[config.mk]
export PLATFORM = sky130hd
export DESIGN_NAME = branch_pc_ctrl
export DESIGN_NICKNAME = d
export VERILOG_FILES = /design/src/rtl/branch_pc_ctrl.sv
export SDC_FILE = /design/constraint.sdc
export NUM_CORES = 1
export LEC_CHECK = 0
export ABC_AREA = 0
export ABC_CLOCK_PERIOD_IN_PS = 4400
export BUFFER_PORTS_ARGS = -buffer_cell sky130_fd_sc_hd__buf_4
export CORE_MARGIN = 2
export CORE_UTILIZATION = 45
export CTS_CLUSTER_DIAMETER = 100
export DETAILED_ROUTE_END_ITERATION = 10
export PLACE_DENSITY = 0.73
export REMOVE_ABC_BUFFERS = 1
export SLEW_MARGIN = 30
export SYNTH_ARGS = -nofsm -noshare
export SYNTH_HDL_FRONTEND = slang
export SYNTH_SLANG_ARGS = --single-unit
[constraint.sdc]
create_clock -name clk -period 4.4 [get_ports clk]
set_input_delay 0.66 -clock clk [delete_from_list [all_inputs] [get_ports clk]]
set_output_delay 0.66 -clock clk [all_outputs]
set_load 0.01 [all_outputs]
[src/rtl/branch_pc_ctrl.sv]
// Fetch PC owner: resolves branch/JAL/JALR redirects from EX, drives a counted
// squash of IF/ID, and vectors to TRAP_VEC when the selected target is misaligned.
module branch_pc_ctrl #(
   parameter int                 XLEN         = 32,
   parameter logic [XLEN-1:0]    RESET_PC     = 32'h0000_0000,
   parameter logic [XLEN-1:0]    TRAP_VEC     = 32'h0000_0100,
   parameter int                 FLUSH_CYCLES = 2
) (
   input  logic            clk,
   input  logic            rst_n,
   input  logic            stall,
   input  logic            br_en,
   input  logic            b,
   input  logic            jal,
   input  logic            jalr,
   input  logic [XLEN-1:0] pc_ex,
   input  logic [XLEN-1:0] imm,
   input  logic [XLEN-1:0] rs1_d,
   output logic [XLEN-1:0] pc,
   output logic            flush,
   output logic            redirect,
   output logic [XLEN-1:0] ret_addr,
   output logic            trap,
   output logic [XLEN-1:0] epc
);

   typedef enum logic {RUN, FLUSH} state_t;

   localparam logic [2:0] CNT_LOAD = 3'(FLUSH_CYCLES - 1);

   state_t          r_state, w_state_n;
   logic [2:0]      r_cnt, w_cnt_n;
   logic [XLEN-1:0] r_pc, w_pc_n;
   logic [XLEN-1:0] r_epc, w_epc_n;
   logic            r_flush, w_flush_n;
   logic            r_redirect, w_redirect_n;
   logic            r_trap, w_trap_n;

   logic [XLEN-1:0] w_t_br;
   logic [XLEN-1:0] w_jalr_sum;
   logic [XLEN-1:0] w_t_jalr;
   logic [XLEN-1:0] w_target;
   logic            w_take;
   logic            w_misaligned;

   assign w_t_br       = pc_ex + imm;
   assign w_jalr_sum   = rs1_d + imm;
   assign w_t_jalr     = {w_jalr_sum[XLEN-1:1], 1'b0};
   // JAL and branch share the same pc_ex+imm target, so only JALR needs selecting
   assign w_target     = jalr ? w_t_jalr : w_t_br;
   assign w_take       = jalr | jal | (br_en & b);
   assign w_misaligned = |w_target[1:0];

   always_ff @(posedge clk or negedge rst_n) begin
      if (!rst_n) begin
         r_state    <= RUN;
         r_cnt      <= '0;
         r_pc       <= RESET_PC;
         r_epc      <= '0;
         r_flush    <= 1'b0;
         r_redirect <= 1'b0;
         r_trap     <= 1'b0;
      end else begin
         r_state    <= w_state_n;
         r_cnt      <= w_cnt_n;
         r_pc       <= w_pc_n;
         r_epc      <= w_epc_n;
         r_flush    <= w_flush_n;
         r_redirect <= w_redirect_n;
         r_trap     <= w_trap_n;
      end
   end

   always_comb begin
      w_state_n    = r_state;
      w_cnt_n      = r_cnt;
      w_pc_n       = r_pc;
      w_epc_n      = r_epc;
      w_flush_n    = r_flush;
      w_redirect_n = 1'b0;
      w_trap_n     = 1'b0;
      if (!stall) begin
         unique case (r_state)
            RUN: begin
               if (w_take) begin
                  w_redirect_n = 1'b1;
                  w_flush_n    = 1'b1;
                  w_state_n    = FLUSH;
                  w_cnt_n      = CNT_LOAD;
                  if (w_misaligned) begin
                     w_pc_n   = TRAP_VEC;
                     w_epc_n  = pc_ex;
                     w_trap_n = 1'b1;
                  end else begin
                     w_pc_n = w_target;
                  end
               end else begin
                  w_pc_n = r_pc + XLEN'(4);
               end
            end
            FLUSH: begin
               // Requests seen here belong to wrong-path instructions
               w_pc_n = r_pc + XLEN'(4);
               if (r_cnt == 3'd0) begin
                  w_state_n = RUN;
                  w_flush_n = 1'b0;
               end else begin
                  w_cnt_n = r_cnt - 3'd1;
               end
            end
            default: w_state_n = RUN;
         endcase
      end
   end

   assign pc       = r_pc;
   assign flush    = r_flush;
   assign redirect = r_redirect;
   assign trap     = r_trap;
   assign epc      = r_epc;
   assign ret_addr = pc_ex + XLEN'(4);

endmodule

==> flow_metrics.env <==
export IMPL_die_w_um=130.7
export IMPL_peakVddDrop_mv=0.2503
export IMPL_power_density_nw_per_um2=429.0
export IMPL_place_gp_congestion=0.9726
export IMPL_endpoint_kind="output pin"
export IMPL_area_growth_syn_to_layout_pct=27.94
export IMPL_synth_largest_area_cell="dfrtp_1"
export IMPL_wl_per_cell_um=17.02
export IMPL_synth_edf_count=0
export IMPL_rows=46
export IMPL_ctsHoldBuffers=0
export IMPL_cts_buffer_depth=2
export IMPL_grt_use_total=0.2687
export IMPL_sw_frac_of_total=0.4075
export IMPL_crit_required_ns=3.74
export IMPL_mostFrequentLayoutCells="buf_4, nand2_1, a21oi_1"
export IMPL_worstSkewPairLatency_ns=0.34
export IMPL_grt_ovfl_total=0
export IMPL_dr_pass1_iters=6
export IMPL_path_class="in2out"
export IMPL_critical_path_startpoint="pc_ex[4]"
export IMPL_startpoint_type="primary input"
export IMPL_clk_pin_slew_ns=0.06
export IMPL_cp_arrival_ns=2.76
export IMPL_switching_power_mw=1.615
export IMPL_r2r_start="pc[2]$_DFFE_PN0N_"
export IMPL_power_frac_comb=0.485
export IMPL_hpwl_um=18450
export IMPL_synth_cells=973
export IMPL_cts_setup_buffers=0
export IMPL_grt_max_degree=72
export IMPL_grt_antenna_before_repair=0
export IMPL_intPower_mw=2.348
export IMPL_io_pins=202
export IMPL_clock_sinks=71
export IMPL_hold_path_class="in2async"
export IMPL_status="completed"
export IMPL_ctsResizeCount=0
export IMPL_grt_pass1_vias=6925
export IMPL_syn_area_um2=7219
export IMPL_yosysWarnings=0
export IMPL_cap_violations=0
export IMPL_cts_root_buf="clkbuf_16"
export IMPL_start_util=0.4578
export IMPL_fmax_ghz=0.2927
export IMPL_h_tree_depth=3
export IMPL_diodes=0
export IMPL_async_reset_ff_frac=1.000
export IMPL_ys_types=60
export IMPL_grt_pass1_wl_um=36120
export IMPL_nets=1324
export IMPL_clockPowerShare=0.208
export IMPL_fillers=1536
export IMPL_ff2ff_path_depth=9
export IMPL_final_max_slew_violation_count=0
export IMPL_finalHoldViolCount=0
export IMPL_core_area_um2=15770
export IMPL_multi_input_area_um2=5192
export IMPL_setup_viol_count_final=0
export IMPL_finalCritPeriodShare=0.7764
export IMPL_dp_slack_ns=0.8272
export IMPL_cp_max_fo=6
export IMPL_ys_top_cells_by_area="dfrtp_1, ha_1, nand2_1"
export IMPL_vias_per_cell=5.667
export IMPL_layout_commonest_cell="buf_4"
export IMPL_slew_headroom=0.5419
export IMPL_cts_tree="built"
export IMPL_synth_main_ff_cell="dfrtp_1"
export IMPL_numCtsBuffers=9
export IMPL_portBuffers=201
export IMPL_grt_setup_unrepaired="no"
export IMPL_routed_wl_um=23400
export IMPL_fin_ws_ns=0.9839
export IMPL_drc=0
export IMPL_seq_power_share=0.307
export IMPL_die_area_um2=17070
export IMPL_ys_seq_area_frac=0.2461
export IMPL_tns_ns=0
export IMPL_layout_drive_gt1_share=0.2002
export IMPL_syn_area_per_cell_um2=7.420
export IMPL_fin_crit_ns=3.416
export IMPL_clock_skew_ns=0.008893
export IMPL_ys_ff_latch=71
export IMPL_drt_iter0_drc=581
export IMPL_p_leak_nw=4.400
export IMPL_seqCellArea_um2=1777
export IMPL_dr_total_vias=7792
export IMPL_die_h_um=130.7
export IMPL_antenna_left=0
export IMPL_tightest_slew_ns=0.6872
export IMPL_synth_top_area_share=0.2461
## metal layers
layer | global-route usage | wire (um)
met1 | 0.3850 | 11000
met3 | 0.04520 | 1340
met4 | 0.08949 | 555
met2 | 0.4118 | 10500
met5 | 0 | 0
## cells in the mapped netlist, types with 7 or more instances
master	instances
a211oi_1	9
a21o_1	25
a21oi_1	100
a31oi_1	16
and3_1	20
clkbuf_1	35
dfrtp_1	71
ha_1	65
inv_1	28
nand2_1	181
nand2b_1	11
nand3_1	41
nand4_1	14
nor2_1	81
nor3_1	15
nor4_1	7
o21ai_0	57
o21bai_1	11
xnor2_1	54
xor2_1	27
## through the flow
stage	hold WS (ns)	cells	cell area (um^2)	utilization	total power [mW]
2_1_floorplan	0.3644	936	7073	-	2.224
3_3_place_gp	0.4546	1359	8897	0.5642	3.097
3_5_place_dp	0.4641	1359	8897	0.5642	3.124
4_1_cts	0.4735	1375	9228	0.5851	3.966
5_1_grt	0.3798	1375	9236	0.5857	4.245
6_report	0.3261	1375	9236	0.5857	3.962
## state kept, by name (all words and copies together) (netlist names)
signal    flops
redirect      1
flush         1
r_cnt         3
pc           32
epc          32
trap          1
r_state       1
## critical path: stages
cell,delay [ns]
buf_4,0.12
and3_1,0.17
and3_1,0.19
and2_1,0.20
and3_1,0.24
inv_1,0.07
nor4_1,0.59
nand3_1,0.19
xnor2_1,0.17
buf_4,0.14
## cell type report
type                       count  share of cell area
multi-input combinational    836              0.5622
sequential                    71              0.1924
timing repair buffer         207              0.1687
tap                          216             0.02926
clock buffer                  10             0.02587
inverter                      29             0.01179
clock inverter                 6            0.009889
## worst paths after layout
check / to / slack, ns
hold / removal: trap$_DFF_PN0_ / 0.33
min in group clk: r_cnt[2]$_DFFE_PN0P_ / 0.47
setup reg to reg: pc[24]$_DFFE_PN0N_ / 1.80
max in group asynchronous: pc[20]$_DFFE_PN0N_ / 3.58
hold reg to reg: r_cnt[2]$_DFFE_PN0P_ / 0.47
setup / recovery: ret_addr[31] / 0.98
## power by group through the flow
stage,Sequential (mW),Combinational [mW],Clock [mW]
after global routing,1.26,2.11,0.872
after floorplan,1.30,0.929,0
after global placement,1.21,1.88,0
after CTS,1.21,1.92,0.838
after detailed placement,1.21,1.91,0
final,1.22,1.92,0.826
## kinds of logic (layout without fill, tap and decap cells)
| logic type | after synthesis | in the layout | share of synthesized area |
|---|---|---|---|
| and+or+nand+nor | 400 | 400 | 0.2504 |
| xor gates and xnor gates | 81 | 81 | 0.09827 |
| muxes | 3 | 3 | 0.004160 |
| DFF | 71 | 71 | 0.2461 |
| AOI/OAI and AO/OA | 285 | 285 | 0.2475 |
| buffers and inverters | 66 | 252 | 0.03535 |
| adders and majority gates | 67 | 67 | 0.1182 |
(Power assumes the default switching activity.)
